**src/rtl/fifo_word_unpacker.sv**
```systemverilog
`default_nettype none
// ============================================================================
// Module   : fifo_word_unpacker
// Purpose  : Read-side consumer for a first-word-fall-through FIFO. Pops one
//            WIDTH-bit word at a time and emits it as WIDTH/OUT_WIDTH chunks
//            of OUT_WIDTH bits on a valid/ready stream. When the final chunk
//            of a word is accepted and another word is already waiting, the
//            next word is popped on that same edge, so output stays gap-free.
//            A 16-bit counter tracks completed words and wraps at 2^16.
// Revision : 1.0 - initial release
// ----------------------------------------------------------------------------
// Parameters
//   WIDTH      FIFO word width (integer multiple of OUT_WIDTH)
//   OUT_WIDTH  output chunk width
//   MSB_FIRST  1: first chunk is word[WIDTH-1 -: OUT_WIDTH]
//              0: first chunk is word[OUT_WIDTH-1:0]
// Ports
//   clk             in   1          clock; all state changes on rising edge
//   res_n           in   1          synchronous active-low reset
//   fifo_empty      in   1          FIFO empty flag
//   fifo_rdata      in   WIDTH      FIFO head word (valid while !fifo_empty)
//   fifo_shift_out  out  1          pop strobe; FIFO advances on this edge
//   out_data        out  OUT_WIDTH  current chunk
//   out_valid       out  1          out_data valid
//   out_ready       in   1          sink accepts chunk when valid && ready
//   out_last        out  1          current chunk is last chunk of its word
//   busy            out  1          a word is loaded and being emitted
//   word_count      out  16         words whose last chunk was accepted
// ============================================================================
module fifo_word_unpacker #(
  parameter int WIDTH     = 32,
  parameter int OUT_WIDTH = 8,
  parameter bit MSB_FIRST = 1'b1
) (
  input  logic                 clk,
  input  logic                 res_n,
  input  logic                 fifo_empty,
  input  logic [WIDTH-1:0]     fifo_rdata,
  output logic                 fifo_shift_out,
  output logic [OUT_WIDTH-1:0] out_data,
  output logic                 out_valid,
  input  logic                 out_ready,
  output logic                 out_last,
  output logic                 busy,
  output logic [15:0]          word_count
);

  // --------------------------------------------------------------------------
  // Derived constants
  // --------------------------------------------------------------------------
  localparam int N     = WIDTH / OUT_WIDTH;
  localparam int IDX_W = (N > 1) ? $clog2(N) : 1;

  localparam logic [IDX_W-1:0] LAST_IDX = IDX_W'(N - 1);
  localparam logic [IDX_W-1:0] IDX_ONE  = IDX_W'(1);

  // --------------------------------------------------------------------------
  // State encoding
  // --------------------------------------------------------------------------
  typedef enum logic [0:0] {
    S_IDLE = 1'b0,
    S_EMIT = 1'b1
  } state_t;

  state_t               r_state;
  state_t               w_state_nxt;

  logic [WIDTH-1:0]     r_word;        // shift register, head chunk at the output end
  logic [IDX_W-1:0]     r_idx;         // index of the chunk currently presented
  logic [15:0]          r_word_count;

  logic [WIDTH-1:0]     w_word_shifted;
  logic [OUT_WIDTH-1:0] w_head_chunk;
  logic                 w_accept;
  logic                 w_last_chunk;
  logic                 w_word_done;
  logic                 w_pop;
  logic                 w_advance;

  // --------------------------------------------------------------------------
  // Chunk extraction. The word is shifted towards the output end on every
  // non-final accept, so the presented chunk is always a fixed slice and no
  // wide index multiplexer is needed.
  // --------------------------------------------------------------------------
  generate
    if (N == 1) begin : g_single
      // One chunk per word: nothing ever shifts.
      assign w_word_shifted = r_word;
      assign w_head_chunk   = r_word;
    end else if (MSB_FIRST) begin : g_msb_first
      assign w_word_shifted = {r_word[WIDTH-OUT_WIDTH-1:0], {OUT_WIDTH{1'b0}}};
      assign w_head_chunk   = r_word[WIDTH-1 -: OUT_WIDTH];
    end else begin : g_lsb_first
      assign w_word_shifted = {{OUT_WIDTH{1'b0}}, r_word[WIDTH-1:OUT_WIDTH]};
      assign w_head_chunk   = r_word[OUT_WIDTH-1:0];
    end
  endgenerate

  // --------------------------------------------------------------------------
  // Next-state and control
  // --------------------------------------------------------------------------
  always_comb begin
    w_state_nxt  = r_state;
    w_pop        = 1'b0;
    w_advance    = 1'b0;
    w_accept     = (r_state == S_EMIT) && out_ready;
    w_last_chunk = (r_idx == LAST_IDX);
    w_word_done  = w_accept && w_last_chunk;

    case (r_state)
      S_IDLE: begin
        if (!fifo_empty) begin
          w_pop       = 1'b1;
          w_state_nxt = S_EMIT;
        end
      end

      S_EMIT: begin
        if (w_accept) begin
          if (!w_last_chunk) begin
            w_advance = 1'b1;
          end else if (!fifo_empty) begin
            // Chain straight into the next word without a bubble cycle.
            w_pop = 1'b1;
          end else begin
            w_state_nxt = S_IDLE;
          end
        end
      end

      default: begin
        w_state_nxt = S_IDLE;
      end
    endcase
  end

  // The pop strobe is masked while reset is asserted: the FSM is being forced
  // to IDLE and any word taken now would be lost.
  assign fifo_shift_out = w_pop && res_n;

  // --------------------------------------------------------------------------
  // State register and datapath
  // --------------------------------------------------------------------------
  always_ff @(posedge clk) begin
    if (!res_n) begin
      r_state      <= S_IDLE;
      r_word       <= '0;
      r_idx        <= '0;
      r_word_count <= '0;
    end else begin
      r_state <= w_state_nxt;

      if (w_pop) begin
        r_word <= fifo_rdata;
        r_idx  <= '0;
      end else if (w_advance) begin
        r_word <= w_word_shifted;
        r_idx  <= r_idx + IDX_ONE;
      end

      // Natural 16-bit wrap from FFFF to 0000.
      if (w_word_done) begin
        r_word_count <= r_word_count + 16'd1;
      end
    end
  end

  // --------------------------------------------------------------------------
  // Outputs. The stream outputs come straight from registers; data and last
  // are forced low in IDLE so a stale word is never visible.
  // --------------------------------------------------------------------------
  assign out_valid  = (r_state == S_EMIT);
  assign out_data   = out_valid ? w_head_chunk : '0;
  assign out_last   = out_valid && w_last_chunk;
  assign busy       = out_valid;
  assign word_count = r_word_count;

endmodule
`default_nettype wire
```
**config.mk**
```make
export PLATFORM = sky130hd
export DESIGN_NAME = fifo_word_unpacker
export DESIGN_NICKNAME = d
export VERILOG_FILES = /design/src/rtl/fifo_word_unpacker.sv
export SDC_FILE = /design/constraint.sdc
export NUM_CORES = 1
export LEC_CHECK = 0
export CORE_ASPECT_RATIO = 1.25
export CORE_MARGIN = 1
export CORE_UTILIZATION = 40
export CTS_BUF_LIST = sky130_fd_sc_hd__clkbuf_2
export DETAILED_ROUTE_END_ITERATION = 12
export HOLD_SLACK_MARGIN = 0.08
export PLACE_DENSITY = 0.71
export SETUP_SLACK_MARGIN = 0.2
export SLEW_MARGIN = 5
export SYNTH_ARGS = -nofsm -noshare
export SYNTH_HDL_FRONTEND = slang
export SYNTH_SLANG_ARGS = --single-unit
```
**constraint.sdc**
```tcl
create_clock -name clk -period 1.8 [get_ports clk]
set_input_delay 0.54 -clock clk [delete_from_list [all_inputs] [get_ports clk]]
set_output_delay 0.54 -clock clk [all_outputs]
set_load 0.02 [all_outputs]
```
== After elaboration in Yosys (flattened, before gate mapping) ==
Cells that the tools add are included.
Word-level totals
  register bits: 51
  input port bits: 36
  output and inout port bits: 28
  logic and storage cells: 28
Operators by class
  $add $sub $neg: 2
  equal/unequal tests: 1
  multiplexer cells: 13
  bitwise logic cells: 2
  reductions and logical operators: 6
Operators with widths (count)
  two-way mux 32 bit: 2
  adder 16 x 1 -> 16 bit (second input constant): 1
  two-way mux 1 bit: 8
  two-way mux 8 bit: 1
  logical AND 1 bit: 4
  case mux 1 bit (2 select lines): 2
  adder 2 x 1 -> 2 bit (second input constant): 1
  equality test 2 bit (second input constant): 1
  NOT 1 bit: 2
  nonzero test 2 bit: 1
  OR reduction 2 bit: 1

== Logic depth before layout (Yosys ltp) ==
Gate-level depths: netlist of run 1.
  word-level depth: 6
  depth in mapped cells: 7
  mapped depth without buffers: 5

== Worst setup path after synthesis of run 1 ==
Ideal clock, no wire load.
  kind: reg-to-output
  start: register r_idx[0]
  end: output port fifo_shift_out
  data arrival time: 1.619 ns
  required time: 1.260 ns
  slack: -0.359 ns
  stages on the path, launching flop included: 7
  path buffers: 2
  path through: dfxtp_1 > ha_1 > a21boi_0 > or2_2 > buf_2 > buf_2 > nor2_1
Between the ends
  cells in the longest elaborated chain, start to end: 5
Ends and longest elaborated chain
  start, declared: line 69  | logic [IDX_W-1:0] r_idx;
  start signal, assigned: line 158  | r_idx <= r_idx + IDX_ONE;
  equality test 2 bit: line 107  | w_last_chunk = (r_idx == LAST_IDX);
  two-way mux 1 bit: line 120  | if (!w_last_chunk) begin
  two-way mux 1 bit: line 119  | if (w_accept) begin
  case mux 1 bit (2 select lines): line 110  | case (r_state)
  logical AND 1 bit: line 139  | assign fifo_shift_out = w_pop && res_n;
  end, declared: line 39  | output logic fifo_shift_out,
No other way between the ends.

== Final worst setup path of run 1 ==
Ends and elaborated chain as after synthesis.

==> flow_metrics.tcl, run 1 <==
set metrics [dict create \
    antenna_found_initial 0 \
    fin_crit_sh_pct 113 \
    rsz0062_at_grt "true" \
    drtIter0Drc 100 \
    place.port_buffers 63 \
    gp_congestion 0.774 \
    arrival_ns 1.49 \
    root_buffer "clkbuf_2" \
    synthDominantCellAreaShare_pct 44.6 \
    synth_area_mm2 0.00229 \
    postSynthAreaPerCell_um2 9.01 \
    synthTopCellsByArea "dfxtp_1 (45%), mux2i_1 (10%), a211oi_1 (7.5%), nor2_1 (6.4%), a21oi_1 (3.1%)" \
    fin_nets 400 \
    pin_count 64 \
    hold_end "r_word[7]" \
    setup_slack_ns -0.235 \
    h-tree-depth 2 \
    synthToLayoutAreaGrowth_pct 63.3 \
    worst-path-max-fanout 2 \
    outcome "finished, violations left" \
    layout_min_cycle_time_ns 2.03 \
    chipWidth_um 69.7 \
    num-fill-cells 439 \
    ys_warn_count 0 \
    worstReg2RegEnd "word_count[15]" \
    pre_cts_ws_ns -0.851 \
    finalSetupViolCount 14 \
    overflow 0 \
    grtUsageTotal_pct 19.9 \
    timing.rr.start "r_idx[0]" \
    worstHoldStart "r_word[7]" \
    vias 2167 \
    holdWs_ns 0.476 \
    yosysTopAreaCell "dfxtp_1" \
    dp_hpwl_mm 3.44 \
    firstDrtPassIters 4 \
    max_freq_mhz 492 \
    syn_inst 254 \
    grt_max_degree 57 \
    die-area_mm2 0.00603 \
    max_slew_margin_pct 61.4 \
    rrSetupSlack_ns -0.05 \
    violations "setup timing" \
    drv_slew 0 \
    worstSetupEndpointType "output port" \
    drive_above_1_share_pct 43.8 \
    ant_nets 0 \
    drc 0 \
    r2r_cells 8 \
    p_leak_nw 1.69 \
    finalHoldViolations 0 \
    async_flop_share_pct 0 \
    synth_cell_types 36 \
    initial_core_util_pct 41.8 \
    worstMarginPinSlew_ns 0.579 \
    postCtsHoldBufs 0 \
    cts_tree "done" \
    clk_pin_slew_ns 0.23 \
    vias_per_cell 5.07 \
    fin_skew_ns 0.0358 \
    hold_depth 2 \
    clkSinkCount 51 \
    timing.max_cap.violations 0 \
    crit_required_ns 1.26 \
    wirelength_mm 5.93 \
    synth_edf_count 0 \
    critical_path_class "register to output port" \
    power_density_mw_per_mm2 599 \
    startpoint_type "register" \
    wl_per_cell_um 13.9 \
    die_h_um 86.6 \
    grt_pass1_wl_mm 9.63 \
    core.rowCount 30 \
    ys.flop_type "dfxtp_1" \
    cts_buffers 5 \
    hp-class "register to register" \
    peakVddDrop_mv 0.565 \
    num_antenna_cells 0 \
    ys_seq_elements 51 \
    synth.yosys.seq_area_share_pct 44.6 \
    clockBufferDepth 2 \
    grt_pass1_vias 2120 \
    core_mm2 0.00548 \
    clock_latency_ns 0.44 \
    syn_nets 292 \
]
[kinds of logic after synthesis]
kind of cell,count (synthesis),synth area share [%]
AND/OR/NAND/NOR,101,22.0
multiplexers,24,10.5
adder cells (fa/ha/maj),2,1.09
flip-flops,51,44.6
buffers and inverters,21,4.98
AO/OA/AOI/OAI,43,12.2
XOR/XNOR,12,4.59
[how the worst max path moves through the flow]
stage	from	endpoint	slack, ns	cells after the start
finish	r_idx[0]	fifo_shift_out	-0.23	5
detailed placement	out_ready	fifo_shift_out	-0.85	5
CTS	r_idx[0]	fifo_shift_out	-0.25	5
global route	r_idx[0]	fifo_shift_out	-0.31	5
global placement	out_ready	fifo_shift_out	-0.85	5
floorplan	out_ready	fifo_shift_out	0.02	5
[cell usage in the layout, fill, tap and decap left out, drive strengths merged, types with 2 or more instances in the layout]
cell / n
nand3: 15
clkdlybuf4s50: 34
buf: 84
inv: 2
clkinv: 2
nand2: 17
o21ai: 3
xor2: 7
or2: 2
clkbuf: 6
dfxtp: 51
a211oi: 23
or4: 2
nor3: 2
mux2i: 24
or3: 2
nor2: 39
and3: 3
and2: 9
nand4: 4
ha: 2
nor4: 2
a21oi: 14
xnor2: 5
and4: 2
[critical path, cell delays in order, from the launching register on]
cell and delay, ns:
dfxtp_2 0.41, ha_4 0.15, a21boi_4 0.05, or2_4 0.24, nor2_4 0.11, buf_6 0.13
[per-layer routing]
metal	wire length, um	track usage, %	vias to the layer above	share of wire [%]
met2	2990	35.7	50	50
met4	118	7.64	0	2.0
met1	2600	23.5	1007	44
li1	-	-	1100	-
met3	223	3.95	10	3.8
met5	0	0	-	0
[per-stage QoR]
stage	setup TNS [ns]	power, mW	instance area [um2]	cells	utilization [%]
final	-1.05	2.24	3740	427	68.2
after global routing	-3.74	2.35	3740	427	68.2
after CTS	-1.32	2.22	3540	421	64.5
after detailed placement	-16.45	1.57	3120	383	56.9
after global placement	-15.57	1.57	3120	383	56.9
after floorplan	0	1.42	2340	254	-
[what timing repair did]
item	CTS	global route
gates resized for setup	190	35
buffers inserted	28	5
cloned	2	1
setup endpoints to repair	68	62
pin swaps	36	26
[state kept, by name, summed over array words and instances (netlist names)]
register and count:
busy 1, r_idx 2, word_count 16, r_word 32
[synth_stat cells (2+ instances only)]
cell type	count
and2_1	8
xor2_1	7
dfxtp_1	51
ha_1	2
nand3_1	13
o21ai_0	3
buf_2	4
nand4_1	4
buf_4	6
and3_1	3
nor4_1	2
mux2i_1	24
nand2_1	17
inv_1	2
clkbuf_1	8
a21oi_1	14
or4_1	2
a211oi_1	23
nor3_1	2
xnor2_1	5
nor2_1	39
[cell type report]
cell class | instances | area (um2) | area share [%]
clock buffer | 5 | 25.0 | 0.670
multi-input combinational | 182 | 1370 | 36.7
clock inverter | 3 | 43.8 | 1.17
tap | 64 | 80.1 | 2.14
timing repair buffer | 120 | 1150 | 30.7
inverter | 2 | 7.51 | 0.201
sequential | 51 | 1060 | 28.4
[where the power goes]
| part | total, mW | switching [mW] | internal, mW |
|---|---|---|---|
| Sequential | 1.21 | 0.0345 | 1.18 |
| Clock | 0.610 | 0.375 | 0.235 |
| Combinational | 0.414 | 0.176 | 0.238 |
Power figures use the tool's default switching activity.
==> run 2, diff against run 1 <==
--- a/config.mk
+++ b/config.mk
@@ -11,7 +11,7 @@
 export CTS_BUF_LIST = sky130_fd_sc_hd__clkbuf_2
 export DETAILED_ROUTE_END_ITERATION = 12
 export HOLD_SLACK_MARGIN = 0.08
-export PLACE_DENSITY = 0.71
+export PLACE_DENSITY = 0.7
 export SETUP_SLACK_MARGIN = 0.2
 export SLEW_MARGIN = 5
 export SYNTH_ARGS = -nofsm -noshare
==> constraint.sdc (replaced) <==
create_clock -name clk -period 1.8 [get_ports clk]
set_input_delay 0.18 -clock clk [delete_from_list [all_inputs] [get_ports clk]]
set_output_delay 0.18 -clock clk [all_outputs]
set_load 0.02 [all_outputs]
==> run 2 against run 1 <==
- the flow now finishes without violations
- hold slack worse by 0.21 ns
- utilization is 11 points lower
- clock power shrank 30%
- count of clock-buffer cells in the layout grew 1
- wire length down 13%
- critical endpoint unchanged
==> flow_metrics.tcl, run 2 (synthesis results as in run 1) <==
set metrics [dict create \
    outcome "completed" \
    overflow 0 \
    rsz0062_at_grt "true" \
    worstHoldStart "fifo_rdata[2]" \
    postPlaceCellArea_mm2 0.00306 \
    wl_per_cell_um 13.4 \
    clk_pin_slew_ns 0.23 \
    dp_cells 379 \
    grt_pass1_vias 1841 \
    synthToLayoutAreaGrowth_pct 37.0 \
    pin_count 64 \
    die-area_mm2 0.00603 \
    max_freq_mhz 588 \
    wirelength_mm 5.17 \
    clockBufferDepth 2 \
    rrSetupSlack_ns 0.13 \
    postCtsHoldBufs 0 \
    hp-class "input pin to register" \
    largest_reg_flops 32 \
    timing.max_cap.violations 0 \
    finalSetupViolCount 0 \
    startpoint_type "register" \
    worstReg2RegEnd "r_word[17]" \
    regMostFlops "r_word" \
    arrival_ns 1.52 \
    layout_commonest_cell "dfxtp_1" \
    crit_required_ns 1.62 \
    worst-path-max-fanout 2 \
    finalHoldViolations 0 \
    dp_hpwl_mm 3.43 \
    fin_skew_ns 0.0101 \
    fin_crit_sh_pct 94.5 \
    drive_above_1_share_pct 18.9 \
    grt_pass1_wl_mm 8.44 \
    layout_min_cycle_time_ns 1.70 \
    critical-path-top-delay-family "flip-flops" \
    critical_path_class "register to output port" \
    num_antenna_cells 0 \
    grtUsageTotal_pct 17.3 \
    fin_area_mm2 0.00314 \
    cts_buffers 5 \
    p_leak_nw 1.42 \
    initial_core_util_pct 41.8 \
    critPathMaxStageDelay_ns 0.41 \
    core_mm2 0.00548 \
    clock_latency_ns 0.42 \
    ant_nets 0 \
    h-tree-depth 2 \
    path_buf_inv 1 \
    firstDrtPassIters 4 \
    cp-startpoint "r_idx[0]" \
    antenna_found_initial 0 \
    timing.rr.start "r_idx[0]" \
    power_density_mw_per_mm2 624 \
    crit_path_top_delay_cell "dfxtp_2" \
    peakVddDrop_mv 0.291 \
    layout.cells.non_filler 387 \
    worstSetupEndpointType "output port" \
    fin_nets 362 \
    mostFrequentLayoutCells "dfxtp_1 (41), nor2_1 (38), clkdlybuf4s50_1 (35)" \
    cts_tree "done" \
    worstMarginPinSlew_ns 0.520 \
    worstPathCellList "ha_4, a21boi_1, or2_4, nor2_4, buf_6" \
    place.port_buffers 63 \
    die_h_um 86.6 \
    vias_per_cell 5.20 \
    drtIter0Drc 115 \
    chipWidth_um 69.7 \
    cp_num_cells 5 \
    r2r_cells 7 \
    worstSetupEndpoint "fifo_shift_out" \
    max_slew_margin_pct 65.3 \
    drv_slew 0 \
    fin_setup_tns_ns 0 \
    drc 0 \
    core.rowCount 30 \
    root_buffer "clkbuf_2" \
    clkSinkCount 51 \
    vias 2014 \
    gp_congestion 0.789 \
    grt_max_degree 57 \
]
==> run 2: worst reg2reg max path: cells and delay by family, from the launching register on <==
family / cells / cell delay, ns
mux: 1 / 0.15
compound gates: 1 / 0.23
fa+ha+maj: 1 / 0.16
flops: 1 / 0.39
simple gates: 1 / 0.21
buf+inv: 3 / 0.46
==> run 2: layout make-up <==
class                   instances  area, um2
well taps                      64       80.1
inverters                       2       7.51
repair buffers                 82        743
fillers                       523       2340
flip-flops and latches         51       1040
clock buffers                   6       30.0
multi-input cells             182       1240
==> run 2: per-layer routing <==
| layer | GRT usage (%) | share of wire, % | vias to the layer above | routed length, um |
|---|---|---|---|---|
| met5 | 0 | 0 | - | 0 |
| met4 | 7.09 | 1.7 | 0 | 88 |
| met3 | 3.37 | 4.5 | 11 | 232 |
| met2 | 30.1 | 49 | 50 | 2510 |
| met1 | 21.2 | 45 | 918 | 2340 |
| li1 | - | - | 1035 | - |
==> run 2: worst min path at each step <==
| stage | end | depth (start not counted) | slack (ns) |
|---|---|---|---|
| final | r_word[2] | 3 | 0.27 |
| after global routing | r_word[1] | 3 | 0.25 |
| after CTS | r_word[2] | 3 | 0.26 |
| after detailed placement | r_word[7] | 2 | 0.46 |
| after global placement | r_word[5] | 2 | 0.45 |
| after floorplan | r_word[0] | 2 | 0.32 |
==> run 2: report_power, final <==
| group | switching [mW] | internal (mW) |
|---|---|---|
| registers | 0.0285 | 1.19 |
| logic | 0.147 | 0.167 |
| clock network | 0.338 | 0.0875 |
| total | 0.514 | 1.44 |
==> run 2: through the flow <==
stage	setup slack [ns]	util [%]	total power, mW	hold slack [ns]
6_report	0.0985	57.2	1.96	0.270
5_1_grt	0.00110	57.2	2.06	0.249
4_1_cts	0.0165	56.4	1.98	0.257
3_5_place_dp	-0.187	55.8	1.56	0.458
3_3_place_gp	-0.177	55.8	1.55	0.454
2_1_floorplan	0.210	-	1.41	0.316
==> run 2: repair_timing <==
| action | 4_1_cts | 5_1_grt |
|---|---|---|
| buffers inserted | 0 | 2 |
| gates resized for setup | 60 | 30 |
| endpoints found under the setup margin | 65 | 51 |
| hold endpoints to repair | 0 | 0 |
| pin swaps | 4 | 8 |
==> edit 1, RTL diff (settings of run 2) <==
Register the output `word_count` once more, without a reset; this adds one clock of latency there. The other outputs are not delayed to match.
--- a/src/rtl/fifo_word_unpacker.sv
+++ b/src/rtl/fifo_word_unpacker.sv
@@ -173,7 +173,9 @@
   assign out_data   = out_valid ? w_head_chunk : '0;
   assign out_last   = out_valid && w_last_chunk;
   assign busy       = out_valid;
-  assign word_count = r_word_count;
+  always_ff @(posedge clk) begin
+    word_count <= r_word_count;
+  end
 
 endmodule
 `default_nettype wire
Behaviour: not the same (a bounded check fails within 10 cycles, from zero or initial values).
==> edit 1 against run 2 <==
Critical path depth stayed put; synthesized cell count is 16% higher; power is 49% higher; non-clock buffer count is 4 lower; fmax is 0.65% lower; wire length is 9.5% higher; synthesized area is 13% higher; final area is 13% higher; clock power is 140% higher; sequential cell count is 16 higher; worst setup slack worse by 11 ps; largest cell class is now flip-flops and latches; highest routed layer unchanged.
==> edit 1: results (changes against run 2) <==
** Hold path
- The startpoint identified for the worst hold timing path is fifo_rdata[4].
- Worst-case hold path end point :: r_word[4]$_SDFFE_PN0P_

** Timing
- Measured slew at the worst slew-check pin :: 509.1 ps (-10.90 ps)
- The worst clock skew came to 24.69 ps (+14.62 ps).
- The worst hold margin was 217.6 ps (-52.69 ps).

** Logic synthesis
- Ranked by instance count, the synthesized netlist is headed by sky130_fd_sc_hd__dfxtp_1 (67), sky130_fd_sc_hd__nand2_1 (58), sky130_fd_sc_hd__nor2_1 (35).
- Unique cell type count in the Yosys netlist :: 34 (-5.6%)
- Synthesized area :: 2592 um2 (+13%)
- By area the synthesized netlist is led by sky130_fd_sc_hd__dfxtp_1 (52%), sky130_fd_sc_hd__nand2_1 (8.4%), sky130_fd_sc_hd__a311oi_1 (6.8%).

** Finish
- The fraction of final layout cells sized beyond drive strength 1 is 16.03% (-2.9 points).
- Filler-free cell count of the finished design :: 453 (+17%)
- The total number of nets in the final design came to 401 (+11%).

** Detailed routing
- Routed len/inst :: 12.50 um (-6.5%)
- Number of violations reported at the end of detailed-routing iteration 0 :: 78 (-32%)
- Via density per instance :: 5.015 (-3.6%)

** Placement
- The half-perimeter wire length after placement was 3722 um (+8.6%).
- Pre-CTS worst setup slack :: -132.8 ps (+54.42 ps)
- The placed cell area is 3358 um2 (+9.8%).
- Number of placed instances with taps included :: 435 (+15%)
- Final weighted congestion in routability-driven placement :: 0.7338 (-7.0%)

** Pwr
- Clock network power :: 0.00104 W (+140%)
- The internal power component came to 0.002169 W (+50%).
- Power density relative to cell area :: 823.0 nW/um2 (+32%)
- The combinational power share is 10.6% (-5.4 points).

** CTS
- Clock root buffer :: sky130_fd_sc_hd__clkbuf_2
- Num CTS Buffers :: 9 (+4)
- The insertion delay to the later sink of the worst-skew pair is 500 ps (+80 ps).
- H-tree Lvls :: 3 (+1)

** Critical path
- Data arrival time of the worst path :: about 1500 ps
- Reg2reg start :: r_idx[1]$_SDFFE_PP0P_
- The slack of the worst reg-to-reg path was 150 ps (+20 ps).

** GRT
- The overall fraction of global-route tracks in use was 18.04% (+0.69 points).
- The pin count of the biggest net entering global routing came to 54 (-5.3%).
- The number of global-route vias before repair came to 2062 (+12%).
- Initial antenna violation count :: 0 (unchanged)
- The first-pass GRT wire length is 9328 um (+11%).

** Run status
- The run finished with clean final reports.
-- edit 1: worst max path at each step --
stage / from / endpoint / slack (ps)
2_1_floorplan: r_idx[0]$_SDFFE_PP0P_ / fifo_shift_out / 220
5_1_grt: r_idx[1]$_SDFFE_PP0P_ / fifo_shift_out / -10
4_1_cts: r_idx[0]$_SDFFE_PP0P_ / fifo_shift_out / 7
3_5_place_dp: out_ready / fifo_shift_out / -130
6_report: r_idx[1]$_SDFFE_PP0P_ / fifo_shift_out / 90
3_3_place_gp: out_ready / fifo_shift_out / -120
-- edit 1: logic make-up after synthesis --
logic type               synth area share (%)
AO/OA/AOI/OAI                           12.40
XOR/XNOR                                3.040
adder cells (fa/ha/maj)                0.9651
buffers and inverters                   4.295
flip-flops                              51.74
multiplexers                            1.544
AND/OR/NAND/NOR                         26.01
-- edit 1: critical path, cell delays in order, from the launching register on --
cell and delay, ps:
sky130_fd_sc_hd__dfxtp_2 390, sky130_fd_sc_hd__ha_4 140, sky130_fd_sc_hd__a21boi_2 60, sky130_fd_sc_hd__or2_4 260, sky130_fd_sc_hd__nor2_4 80, sky130_fd_sc_hd__buf_6 110
-- edit 1: area by class of cell --
cell class,count,area (um2)
Fill cell,602,2665
Timing Repair Buffer,78,728.2
Inverter,4,15.01
Sequential cell,67,1346
Multi-Input combinational cell,203,1200
Clock buffer,9,45.04
Tap cell,85,106.4
Clock inverter,7,100.1
-- edit 1: routing by layer --
metal	wire length [um]	vias up	global-route usage, %	share of wire (%)
met4	94	0	9.455	1.7
met2	2875	51	29.70	51
met1	2489	1065	21.78	44
li1	-	1148	-	-
met3	202	8	3.407	3.6
met5	0	-	0	0
-- edit 1: what timing repair did --
item / CTS / global route
gates resized for setup: 69 / 14
pin swaps: 0 / 4
endpoints found under the setup margin: 66 / 43
setup buffers: 0 / 2
==> edit 2, RTL diff (flow settings as in run 2) <==
Without the edit above. `MSB_FIRST`: 1'b1 -> 1'b0.
--- a/src/rtl/fifo_word_unpacker.sv
+++ b/src/rtl/fifo_word_unpacker.sv
@@ -30,7 +30,7 @@
 module fifo_word_unpacker #(
   parameter int WIDTH     = 32,
   parameter int OUT_WIDTH = 8,
-  parameter bit MSB_FIRST = 1'b1
+  parameter bit MSB_FIRST = 1'b0
 ) (
   input  logic                 clk,
   input  logic                 res_n,
Formal check against the unedited RTL: not equivalent (Yosys sat finds a counterexample within 4 cycles, from zero or initial values).
==> edit 2 against run 2 <==
Register-to-register slack better by 20 ps; worst setup slack improved by 56 ps; cell count increased by 3.4%; global-route usage rose by 1.4 points; largest cell class unchanged; final area is 2.2% lower; clock skew is 10 ps higher; critical endpoint is now word_count[13]$_SDFFE_PN0P_; non-clock buffer count is 3 higher; synthesized area decreased by 5.0%; wire length grew 0.85%; die area decreased by 4.9%; via count rose by 2.8%; power grew 1.1%; highest routed layer unchanged; sequential cell count is the same.
==> edit 2: results (changes against run 2) <==
** Finish
- r_word holds more flip-flops than any other register.
- Relative to the synthesized area, the layout overhead comes to 41.16%.
- The fill cell instance count of the final layout was 497 (-5.0%).
- The fraction of final layout cells sized beyond drive strength 1 came to 17.16% (-1.7 points).
- The total number of nets in the final design was 375 (+3.6%).
- The flip-flop count of the largest register, all copies and words added is 32 (unchanged).
- Diodes inserted :: 0 (unchanged)

** GRT
- The number of antenna violations at the first check in global routing was 0 (unchanged).
- The overall fraction of global-route tracks in use was 18.78% (+1.4 points).
- Global-route wire length before repair :: 8355 um (-0.98%)
- The number of global-route vias before repair came to 1787 (-2.9%).
- Pin count of the biggest net entering global routing :: 50 (-12%)
- GRT Residual Overflow :: 0 (unchanged)

** Critical path
- The worst-path maximum fanout came to 5 (+3).
- Setup slack of the most critical reg-to-reg path :: 150 ps (+20 ps)
- The arrival time at the worst endpoint is 2050 ps (+530 ps).

** CTS
- The number of sinks driven by the clock tree was 51 (unchanged).
- The count of H-tree levels built during CTS is 2 (unchanged).
- The insertion delay to the later sink of the worst-skew pair is 440 ps (+20 ps).
- Hold buffer count at CTS :: 0 (unchanged)
- Longest Clk Path Bufs :: 2 (unchanged)
- Clock slew at the register clock pins of the worst setup and hold paths :: 270 ps (+40 ps)
- Clock root buffer :: sky130_fd_sc_hd__clkbuf_2
- Num CTS Buffers :: 5 (unchanged)

** Detailed routing
- Routed len/inst :: 13.04 um (-2.4%)
- Number of violations reported at the end of detailed-routing iteration 0 :: 75 (-35%)
- The number of vias in the routed layout is 2071 (+2.8%).
- Initial DRT Pass Iterations :: 5 (+1)

** Pwr
- Total leakage power :: 1.232 nW (-13%)
- The largest vdd supply drop came to 0.5376 mV (+85%).

** Timing
- The worst clock skew was 20.47 ps (+10.40 ps).
- Number of pins exceeding their max-slew limit in the final report :: 0 (unchanged)
- The worst max-slew margin expressed relative to the limit came to 65.78% (+0.45 points).
- The worst hold margin came to 246.3 ps (-24.04 ps).

** Placement
- The count of input and output buffers is 63 (unchanged).
- The half-perimeter wire length after placement came to 3428 um (about the same).
- The placer's final routability congestion estimate is 0.7999 (+1.3%).
- The placed cell area is 2997 um2 (-2.0%).

** Logic synthesis
- Number of enable-type register cells in the synthesized netlist :: 0 (unchanged)
- The warning count from the yosys run came to 0 (unchanged).
- Post-synth ARST share :: 0% (unchanged)
- The net count of the mapped netlist was 301 (+3.1%).
- The fraction of the yosys area taken by sequential cells came to 46.98% (+2.4 points).
- Ranking of synthesized cells by area :: sky130_fd_sc_hd__dfxtp_1 (47%), sky130_fd_sc_hd__nand2_1 (8.6%), sky130_fd_sc_hd__a21oi_1 (6.9%)
- Leading post-synthesis cells by instance count :: sky130_fd_sc_hd__dfxtp_1 (51), sky130_fd_sc_hd__nand2_1 (50), sky130_fd_sc_hd__a21oi_1 (30)
- Unique cell type count in the Yosys netlist :: 33 (-8.3%)

** Run status
- The flow ran to the end, and the final reports show no timing, DRC or antenna violations.

** Hold path
- In this run the worst hold path is classified as input port to flop.
==> edit 2: cell types whose count changed after synthesis, sizes merged, moves of 4 or more <==
cell	before	now
mux2i	24	1
nor2	39	24
a21oi	14	30
nand2	17	50
a211oi	23	0
buf	11	6
a311oi	0	8
clkbuf	8	12
a22oi	1	16
==> edit 2: final cells by class <==
cell class                 count  area share [%]
multi-input combinational    193           37.11
sequential                    51           33.69
timing repair buffer          85           25.08
tap                           62           2.529
clock buffer                   5          0.8157
clock inverter                 3          0.6525
inverter                       1          0.1223
==> edit 2: cells by family after synthesis <==
kind of cell | Yosys count | synth area share [%]
simple gates | 117 | 24.99
compound gates | 61 | 17.85
flops | 51 | 46.98
buf+inv | 19 | 3.742
xor+xnor | 12 | 4.836
fa+ha+maj | 2 | 1.151
mux | 1 | 0.4606
==> edit 2: stage by stage <==
stage	instances	setup WS (ps)	power, W
after floorplan	263	180.0	0.001375
after global placement	387	-34.65	0.001530
after detailed placement	387	-55.26	0.001535
after CTS	398	84.60	0.001992
after global routing	400	60.80	0.002087
final	400	154.7	0.001978
==> edit 2: final timing paths <==
check	startpoint	end	cells past startpoint
setup reg to reg	r_idx[1]$_SDFFE_PP0P_	word_count[13]$_SDFFE_PN0P_	7
hold reg to reg	r_word[13]$_SDFFE_PN0P_	r_word[13]$_SDFFE_PN0P_	2
hold / removal	fifo_rdata[27]	r_word[27]$_SDFFE_PN0P_	3
setup / recovery	r_idx[1]$_SDFFE_PP0P_	word_count[13]$_SDFFE_PN0P_	7
==> edit 2: critical path: stages, from the launching register on <==
cell	delay [ps]
sky130_fd_sc_hd__dfxtp_2	410
sky130_fd_sc_hd__ha_4	170
sky130_fd_sc_hd__buf_4	120
sky130_fd_sc_hd__nand3_4	50
sky130_fd_sc_hd__or2_4	250
sky130_fd_sc_hd__buf_4	140
sky130_fd_sc_hd__or3_4	360
sky130_fd_sc_hd__a21oi_2	120
==> edit 2: per-layer routing <==
metal | share of wire, % | up-vias | GRT usage (%)
met2 | 48 | 57 | 27.72
li1 | - | 1064 | -
met4 | 2.0 | 0 | 8.712
met3 | 4.2 | 11 | 2.717
met5 | 0 | - | 0
met1 | 46 | 939 | 26.39
==> edit 2: timing repair <==
| item | CTS | global route |
|---|---|---|
| cloned | 0 | 0 |
| endpoints found under the hold margin | 0 | 0 |
| setup buffers | 3 | 2 |
| pin swaps | 0 | 5 |
| resized for setup | 65 | 10 |
| endpoints found under the setup margin | 30 | 31 |
==> edit 2: power breakdown <==
part	switching (W)	internal, W
Clock	0.000370	0.0000917
Sequential	0.0000234	0.00118
Combinational	0.000147	0.000164
